==> src/rtl/spike_pair_gen.sv <==
// Spike pair generator: bursts of NPAIRS A/B spike pairs on UP or DOWN lines.
// Ports: clk, rst_n, start, dir, abort -> a_up, a_down, b_up, b_down, busy, done.
module spike_pair_gen #(
   parameter int GAP_CYC   = 123,
   parameter int SPIKE_CYC = 10,
   parameter int SEP_CYC   = 10,
   parameter int NPAIRS    = 10
) (
   input  logic clk,
   input  logic rst_n,
   input  logic start,
   input  logic dir,
   input  logic abort,
   output logic a_up,
   output logic a_down,
   output logic b_up,
   output logic b_down,
   output logic busy,
   output logic done
);

   localparam int MAXV = (GAP_CYC > SPIKE_CYC)
                       ? ((GAP_CYC > SEP_CYC) ? GAP_CYC : SEP_CYC)
                       : ((SPIKE_CYC > SEP_CYC) ? SPIKE_CYC : SEP_CYC);
   localparam int CW = ($clog2(MAXV + 1) > 16) ? $clog2(MAXV + 1) : 16;
   localparam int PW = ($clog2(NPAIRS + 1) > 8) ? $clog2(NPAIRS + 1) : 8;

   typedef enum logic [2:0] {
      IDLE, GAP, SPK_A, SEP, SPK_B, TAIL, FIN
   } state_t;

   state_t        state, nxt;
   logic [CW-1:0] cnt, cnt_nxt;
   logic [PW-1:0] pair, pair_nxt;
   logic          dir_q, dir_nxt;
   logic          last;

   logic a_up_nxt, a_down_nxt, b_up_nxt, b_down_nxt;
   logic busy_nxt, done_nxt;

   assign last = (cnt == '0);

   // State and counter register
   always_ff @(posedge clk or negedge rst_n) begin
      if (!rst_n) begin
         state  <= IDLE;
         cnt    <= '0;
         pair   <= '0;
         dir_q  <= 1'b0;
         a_up   <= 1'b0;
         a_down <= 1'b0;
         b_up   <= 1'b0;
         b_down <= 1'b0;
         busy   <= 1'b0;
         done   <= 1'b0;
      end else begin
         state  <= nxt;
         cnt    <= cnt_nxt;
         pair   <= pair_nxt;
         dir_q  <= dir_nxt;
         a_up   <= a_up_nxt;
         a_down <= a_down_nxt;
         b_up   <= b_up_nxt;
         b_down <= b_down_nxt;
         busy   <= busy_nxt;
         done   <= done_nxt;
      end
   end

   // Next-state and counter logic
   always_comb begin
      nxt      = state;
      cnt_nxt  = last ? '0 : cnt - 1'b1;
      pair_nxt = pair;
      dir_nxt  = dir_q;
      if (abort) begin
         nxt      = IDLE;
         cnt_nxt  = '0;
         pair_nxt = '0;
      end else begin
         case (state)
            IDLE: begin
               if (start) begin
                  nxt      = GAP;
                  cnt_nxt  = CW'(GAP_CYC - 1);
                  pair_nxt = '0;
                  dir_nxt  = dir;
               end
            end
            GAP: begin
               if (last) begin
                  nxt     = SPK_A;
                  cnt_nxt = CW'(SPIKE_CYC - 1);
               end
            end
            SPK_A: begin
               if (last) begin
                  nxt     = SEP;
                  cnt_nxt = CW'(SEP_CYC - 1);
               end
            end
            SEP: begin
               if (last) begin
                  nxt     = SPK_B;
                  cnt_nxt = CW'(SPIKE_CYC - 1);
               end
            end
            SPK_B: begin
               if (last) begin
                  cnt_nxt = CW'(GAP_CYC - 1);
                  if (pair == PW'(NPAIRS - 1)) begin
                     nxt = TAIL;
                  end else begin
                     nxt      = GAP;
                     pair_nxt = pair + 1'b1;
                  end
               end
            end
            TAIL: begin
               if (last) begin
                  nxt     = FIN;
                  cnt_nxt = '0;
               end
            end
            FIN: begin
               nxt = IDLE;
               if (start) begin
                  pair_nxt = '0;
                  dir_nxt  = dir;
                  // The FIN cycle itself is the first idle cycle of a
                  // back-to-back burst, so the gap is one cycle shorter.
                  if (GAP_CYC > 1) begin
                     nxt     = GAP;
                     cnt_nxt = CW'(GAP_CYC - 2);
                  end else begin
                     nxt     = SPK_A;
                     cnt_nxt = CW'(SPIKE_CYC - 1);
                  end
               end
            end
            default: begin
               nxt      = IDLE;
               cnt_nxt  = '0;
               pair_nxt = '0;
            end
         endcase
      end
   end

   // Output decode from the next state, so outputs are registered
   always_comb begin
      a_up_nxt   = (nxt == SPK_A) && !dir_nxt;
      a_down_nxt = (nxt == SPK_A) &&  dir_nxt;
      b_up_nxt   = (nxt == SPK_B) && !dir_nxt;
      b_down_nxt = (nxt == SPK_B) &&  dir_nxt;
      busy_nxt   = (nxt != IDLE) && (nxt != FIN);
      done_nxt   = (nxt == FIN);
   end

endmodule
==> config.mk <==
export PLATFORM = sky130hd
export DESIGN_NAME = spike_pair_gen
export DESIGN_NICKNAME = d
export VERILOG_FILES = /design/src/rtl/spike_pair_gen.sv
export SDC_FILE = /design/constraint.sdc
export NUM_CORES = 1
export LEC_CHECK = 0
export ABC_AREA = 1
export CAP_MARGIN = 40
export CELL_PAD_IN_SITES_DETAIL_PLACEMENT = 1
export CELL_PAD_IN_SITES_GLOBAL_PLACEMENT = 1
export CORE_AREA = 4 4 81 83
export CTS_CLUSTER_DIAMETER = 80
export DETAILED_ROUTE_END_ITERATION = 8
export DIE_AREA = 0 0 85 87
export HOLD_SLACK_MARGIN = 0.03
export PLACE_DENSITY = 0.67
export SLEW_MARGIN = 10
export SYNTH_ARGS = -nofsm -noshare
export SYNTH_HDL_FRONTEND = slang
export SYNTH_SLANG_ARGS = --single-unit
==> constraint.sdc <==
create_clock -name clk -period 3.5 [get_ports clk]
set_input_delay 1.05 -clock clk [delete_from_list [all_inputs] [get_ports clk]]
set_output_delay 1.05 -clock clk [all_outputs]
set_load 0.05 [all_outputs]
==> results.toml <==
[layout]
area_growth_pct = 12.4
n_antenna_cell = 0
layout_commonest_cell = "nand2_1"
fin_area_um2 = 2250
layout-drive-gt1-share_pct = 11.9
final_cell_mix = "nand2_1, nor2_1, inv_1, dfrtp_1, nand3_1"
instances_no_fill = 352
fill_cells = 730
fin_util_pct = 38.5
nets = 286

[critical_path]
criticalPathCategory = "in -> reg"
worst_setup_path_start_kind = "input port"
cp.arrival_ns = 2.68
end_kind = "flip-flop"
critical_path_required_ns = 3.71
cp_max_fo = 8

[clock_tree]
cts_resized = 0
cts.sink_count = 34
htreeDepth = 2
cts.clk_slew.worst_paths_ns = 0.07
cts.path.max_buffers = 2
post_cts_buffers = 0
clkLatencyLatePin_ns = 0.28
cts-root-buf = "clkbuf_8"
cts_tree = "built"
cts_buffers = 5
ctsHoldBuffers = 0

[logic_synthesis]
ys_warn_count = 0
yosysSeqAreaShare_pct = 42.5
syn_area_um2 = 2000
avgSynthCellArea_um2 = 7.61
synthCells = 263
syn_nets = 271
synth_seq_cells = 34
synth.distinct_cells = 29

[power]
p_per_area_nw_per_um2 = 626
leakage_nw = 1.13
ir_drop_mv = 0.269

[global_route]
overflow = 0
grt_use_total_pct = 14.9
grt_max_degree = 35
antenna_found_initial = 0
grt_pass1_wl_um = 8790
grt_pass1_vias = 1834

[timing]
fmax_ghz = 0.404
setup_viol = 0
drv_slew = 0
slew_headroom_pct = 48.0
rsz0062_at_grt = "false"
skew_ns = 0.00744
finalCritPeriodShare_pct = 70.8
tightest_slew_ns = 0.780
setup_tns_ns = 0
period_minus_slack_ns = 2.48
finalHoldViolations = 0

[die]
fp.dieW_um = 85
core_area_um2 = 5850
die-height_um = 87
die_area_um2 = 7400
floorplan.initialDensity_pct = 34.2
num_rows = 28
io_pins = 11

[drt]
drt_first_pass_iters = 4
drt_iter0_markers = 28
via_per_inst = 4.80
ant_nets = 0
wl_per_cell_um = 13.8
drc = 0
drt-total-wl_um = 4840
dr_total_vias = 1690

[job]
max-cap-violations = 0

[outcome]
status = "completed"

[place]
gp_congestion = 0.807
placedCellCount = 346
dpl_cell_area_um2 = 2170
place_hpwl_um = 3800
port_buffers = 10

[min_path]
hp-class = "reg -> reg"
-- critical path, cell delays in order --
cell             delay (ns)
clkdlybuf4s50_1        0.52
inv_1                  0.29
nand2_1                0.17
inv_1                  0.10
o31ai_1                0.10
nor2_2                 0.19
inv_2                  0.11
nor3b_2                0.16
-- Yosys cell counts --
cell type,count,area [um2]
nand2_1,49,184
nor2_1,39,146
dfrtp_1,34,851
inv_1,34,128
nand3_1,18,90.1
o21ai_0,14,70.1
a21oi_1,13,65.1
xor2_1,11,96.3
nand2_2,7,43.8
nand4_1,7,43.8
inv_2,5,18.8
nor2_2,5,31.3
ha_1,3,37.5
nor3_1,3,15.0
a31oi_1,2,12.5
buf_6,2,22.5
nor2_4,2,22.5
nor3_2,2,20.0
o22ai_1,2,12.5
xnor2_1,2,17.5
and2_1,1,6.26
clkinv_2,1,5.00
nand2_4,1,11.3
nand3_2,1,10.0
nor3b_2,1,12.5
o21ai_1,1,5.00
o21ai_2,1,8.76
o21bai_1,1,7.51
o31ai_1,1,7.51
-- logic make-up after synthesis --
| group | count (synthesis) | share of synthesized area (%) |
|---|---|---|
| flops | 34 | 42.5 |
| fa+ha+maj | 3 | 1.88 |
| simple gates | 136 | 31.8 |
| xor+xnor | 13 | 5.69 |
| buf+inv | 42 | 8.69 |
| compound gates | 35 | 9.44 |
-- metal layers --
layer  wire, um  part of all wire (%)  GRT usage [%]  vias to the layer above
li1           -                     -              -                      863
met1       2290                    47           19.5                      808
met2       2350                    49           24.7                       14
met5          0                     0              0                        -
met4         58                   1.2           3.88                        0
met3        136                   2.8           3.60                        5
-- cell type report --
class                      instances  area (um2)  share of cell area [%]
sequential                        34         851                    37.8
tap                               75        93.8                    4.17
clock buffer                       6        82.6                    3.67
multi-input combinational        187         977                    43.4
inverter                          40         151                    6.73
timing repair buffer              10        95.1                    4.22
-- path summary, 6_finish.rpt --
check	to	startpoint	slack (ns)	cells after the start
max reg2reg	busy	cnt[0]	1.63	11
min in group asynchronous	cnt[1]	rst_n	0.84	1
min reg2reg	cnt[15]	cnt[15]	0.47	1
max	cnt[14]	abort	1.02	8
min	cnt[15]	cnt[15]	0.47	1
max in group asynchronous	state[2]	rst_n	2.15	1
-- sequential cells by signal, indices dropped and copies added (netlist names) --
register	flops
cnt	16
pair	8
state	3
a_down	1
a_up	1
b_down	1
b_up	1
busy	1
dir_q	1
done	1
-- per-stage QoR --
| step | worst slack (ns) | hold WS, ns | power (W) |
|---|---|---|---|
| 4_1_cts | 1.00 | 0.471 | 0.00143 |
| 5_1_grt | 0.799 | 0.511 | 0.00155 |
| 2_1_floorplan | 1.59 | 0.433 | 0.000975 |
| 3_3_place_gp | 0.779 | 0.464 | 0.00113 |
| 3_5_place_dp | 0.696 | 0.458 | 0.00113 |
| 6_report | 1.02 | 0.472 | 0.00141 |
-- where the power goes --
group / total, W / switching [W] / internal [W]
Clock: 0.000288 / 0.000136 / 0.000152
Sequential: 0.000509 / 0.0000559 / 0.000453
Combinational: 0.000611 / 0.000411 / 0.000200
No activity file was read; power rests on OpenSTA's default activity.
==> RTL change, RTL diff (same flow settings) <==
Reset style: synchronous (`rst_n`), changed in one clocked block.
--- a/src/rtl/spike_pair_gen.sv
+++ b/src/rtl/spike_pair_gen.sv
@@ -42,5 +42,5 @@
 
    // State and counter register
-   always_ff @(posedge clk or negedge rst_n) begin
+   always_ff @(posedge clk) begin
       if (!rst_n) begin
          state  <= IDLE;
Check against the original RTL: differs if rst_n is asserted again (counterexample within 4 cycles, from zero or initial values and one cycle with rst_n low); with rst_n held inactive, the same outputs for 10 cycles.
==> RTL change against the original RTL <==
Final area fell by 5.2%; die area did not move; first-iteration DRC count rose by 21%; worst setup slack improved by 0.024 ns; sequential share of layout area fell by 5.9 points; hold slack improved by 0.033 ns; fmax rose by 0.99%; cell count rose by 2.0%; synthesized area fell by 8.6%; routed wire length fell by 10%; sequential cell count did not move; critical path type is now flop to output pin; highest routed layer unchanged.
Power is not compared: it rests on default switching activity, and its combinational part moved more than twofold at a synthesized area within 25%.
==> RTL change: results (changes against the original RTL) <==
- Result of the run: finished clean
- Total GRT Usage: 0.129 (-0.0200)
- Commonest cells in the synthesized netlist: 55 x sky130_fd_sc_hd__nor2_1, 53 x sky130_fd_sc_hd__nand2_1, 34 x sky130_fd_sc_hd__dfxtp_1, 30 x sky130_fd_sc_hd__inv_1, 16 x sky130_fd_sc_hd__nand3_1
- Count of different cell masters after synthesis: 28 (-3.4%)
- Origin of the critical flop-to-flop path: cnt[0]
- Cell count of the worst reg-to-reg path: 9 (-2)
- Iter 0 DRT Violations: 34 (+21%)
- RR Endpoint: cnt[4]
- Maximum number of pins on one net before global-route repair: 11 (-69%)
- Post-DP Area: 0.00202 sq mm (-6.7%)
- Most instantiated flip-flop cell in the synthesis netlist: sky130_fd_sc_hd__dfxtp_1
- Layout cell share with drive strength beyond 1: 0.0845 (-0.0346)
- Final Skew: 0.00834 ns (+0.000897 ns)
- Half-perimeter wire length after detailed placement: 3.53 mm (-7.0%)
- Number of cells traversed by the worst hold path: 2 (+1)
- Sequential share of the synthesized area: 0.372 (-0.0529)
- Destination of the critical timing path: done
- Smallest hold slack: 0.505 ns (+0.0330 ns)
- Count of fill cells added during filler insertion: 749 (+2.6%)
- Proportion of register bits with asynchronous set or reset after synthesis: 0 (-1.00)
- Worst Setup Slack, final: 1.05 ns (+0.0242 ns)
- NumNets Final: 292 (+2.1%)
- Finished Cell Area: 0.00213 sq mm (-5.2%)
- First-pass GRT wire length: 7.63 mm (-13%)
- Setup slack of the most critical reg-to-reg path: 1.71 ns (+0.08 ns)
-- RTL change: cell types whose count changed after synthesis, sizes merged, moves of 4 or more --
cell | before | now
o21ai | 16 | 8
nor2 | 46 | 64
o211ai | 0 | 4
inv | 39 | 33
dfxtp | 0 | 34
dfrtp | 34 | 0
-- RTL change: cell type report --
class / count / area share
clock buffer: 8 / 0.0516
inverter: 33 / 0.0592
multi-input combinational: 199 / 0.479
sequential: 34 / 0.319
tap: 75 / 0.0440
timing repair buffer: 10 / 0.0469
-- RTL change: report_power, final --
| part | leakage (nW) | internal, W | switching (W) |
|---|---|---|---|
| clock | 0.0575 | 0.000199 | 0.000143 |
| sequential | 0.276 | 0.000407 | 0.0000196 |
| combinational | 0.654 | 0.000102 | 0.000178 |
-- RTL change: metrics by stage --
stage / cells / utilization / power (W)
after global placement: 351 / 0.346 / 0.000714
final: 359 / 0.365 / 0.00105
after floorplan: 266 / - / 0.000650
after CTS: 359 / 0.365 / 0.00107
after global routing: 359 / 0.365 / 0.00112
after detailed placement: 351 / 0.346 / 0.000719
-- RTL change: cell families (layout without fill, tap and decap cells) --
| group | after synthesis | count (layout) | share of synthesized area |
|---|---|---|---|
| and+or+nand+nor | 155 | 155 | 0.385 |
| buffers and inverters | 33 | 51 | 0.0691 |
| xor gates and xnor gates | 15 | 15 | 0.0718 |
| adders and majority gates | 4 | 4 | 0.0274 |
| DFF | 34 | 34 | 0.372 |
| AOI/OAI and AO/OA | 25 | 25 | 0.0746 |
-- RTL change: routing by layer --
| metal | up-vias | routed length [um] | GRT usage |
|---|---|---|---|
| met2 | 11 | 2140 | 0.234 |
| met3 | 5 | 92 | 0.0265 |
| met1 | 751 | 2050 | 0.149 |
| li1 | 882 | - | - |
| met5 | - | 0 | 0 |
| met4 | 0 | 65 | 0.0475 |
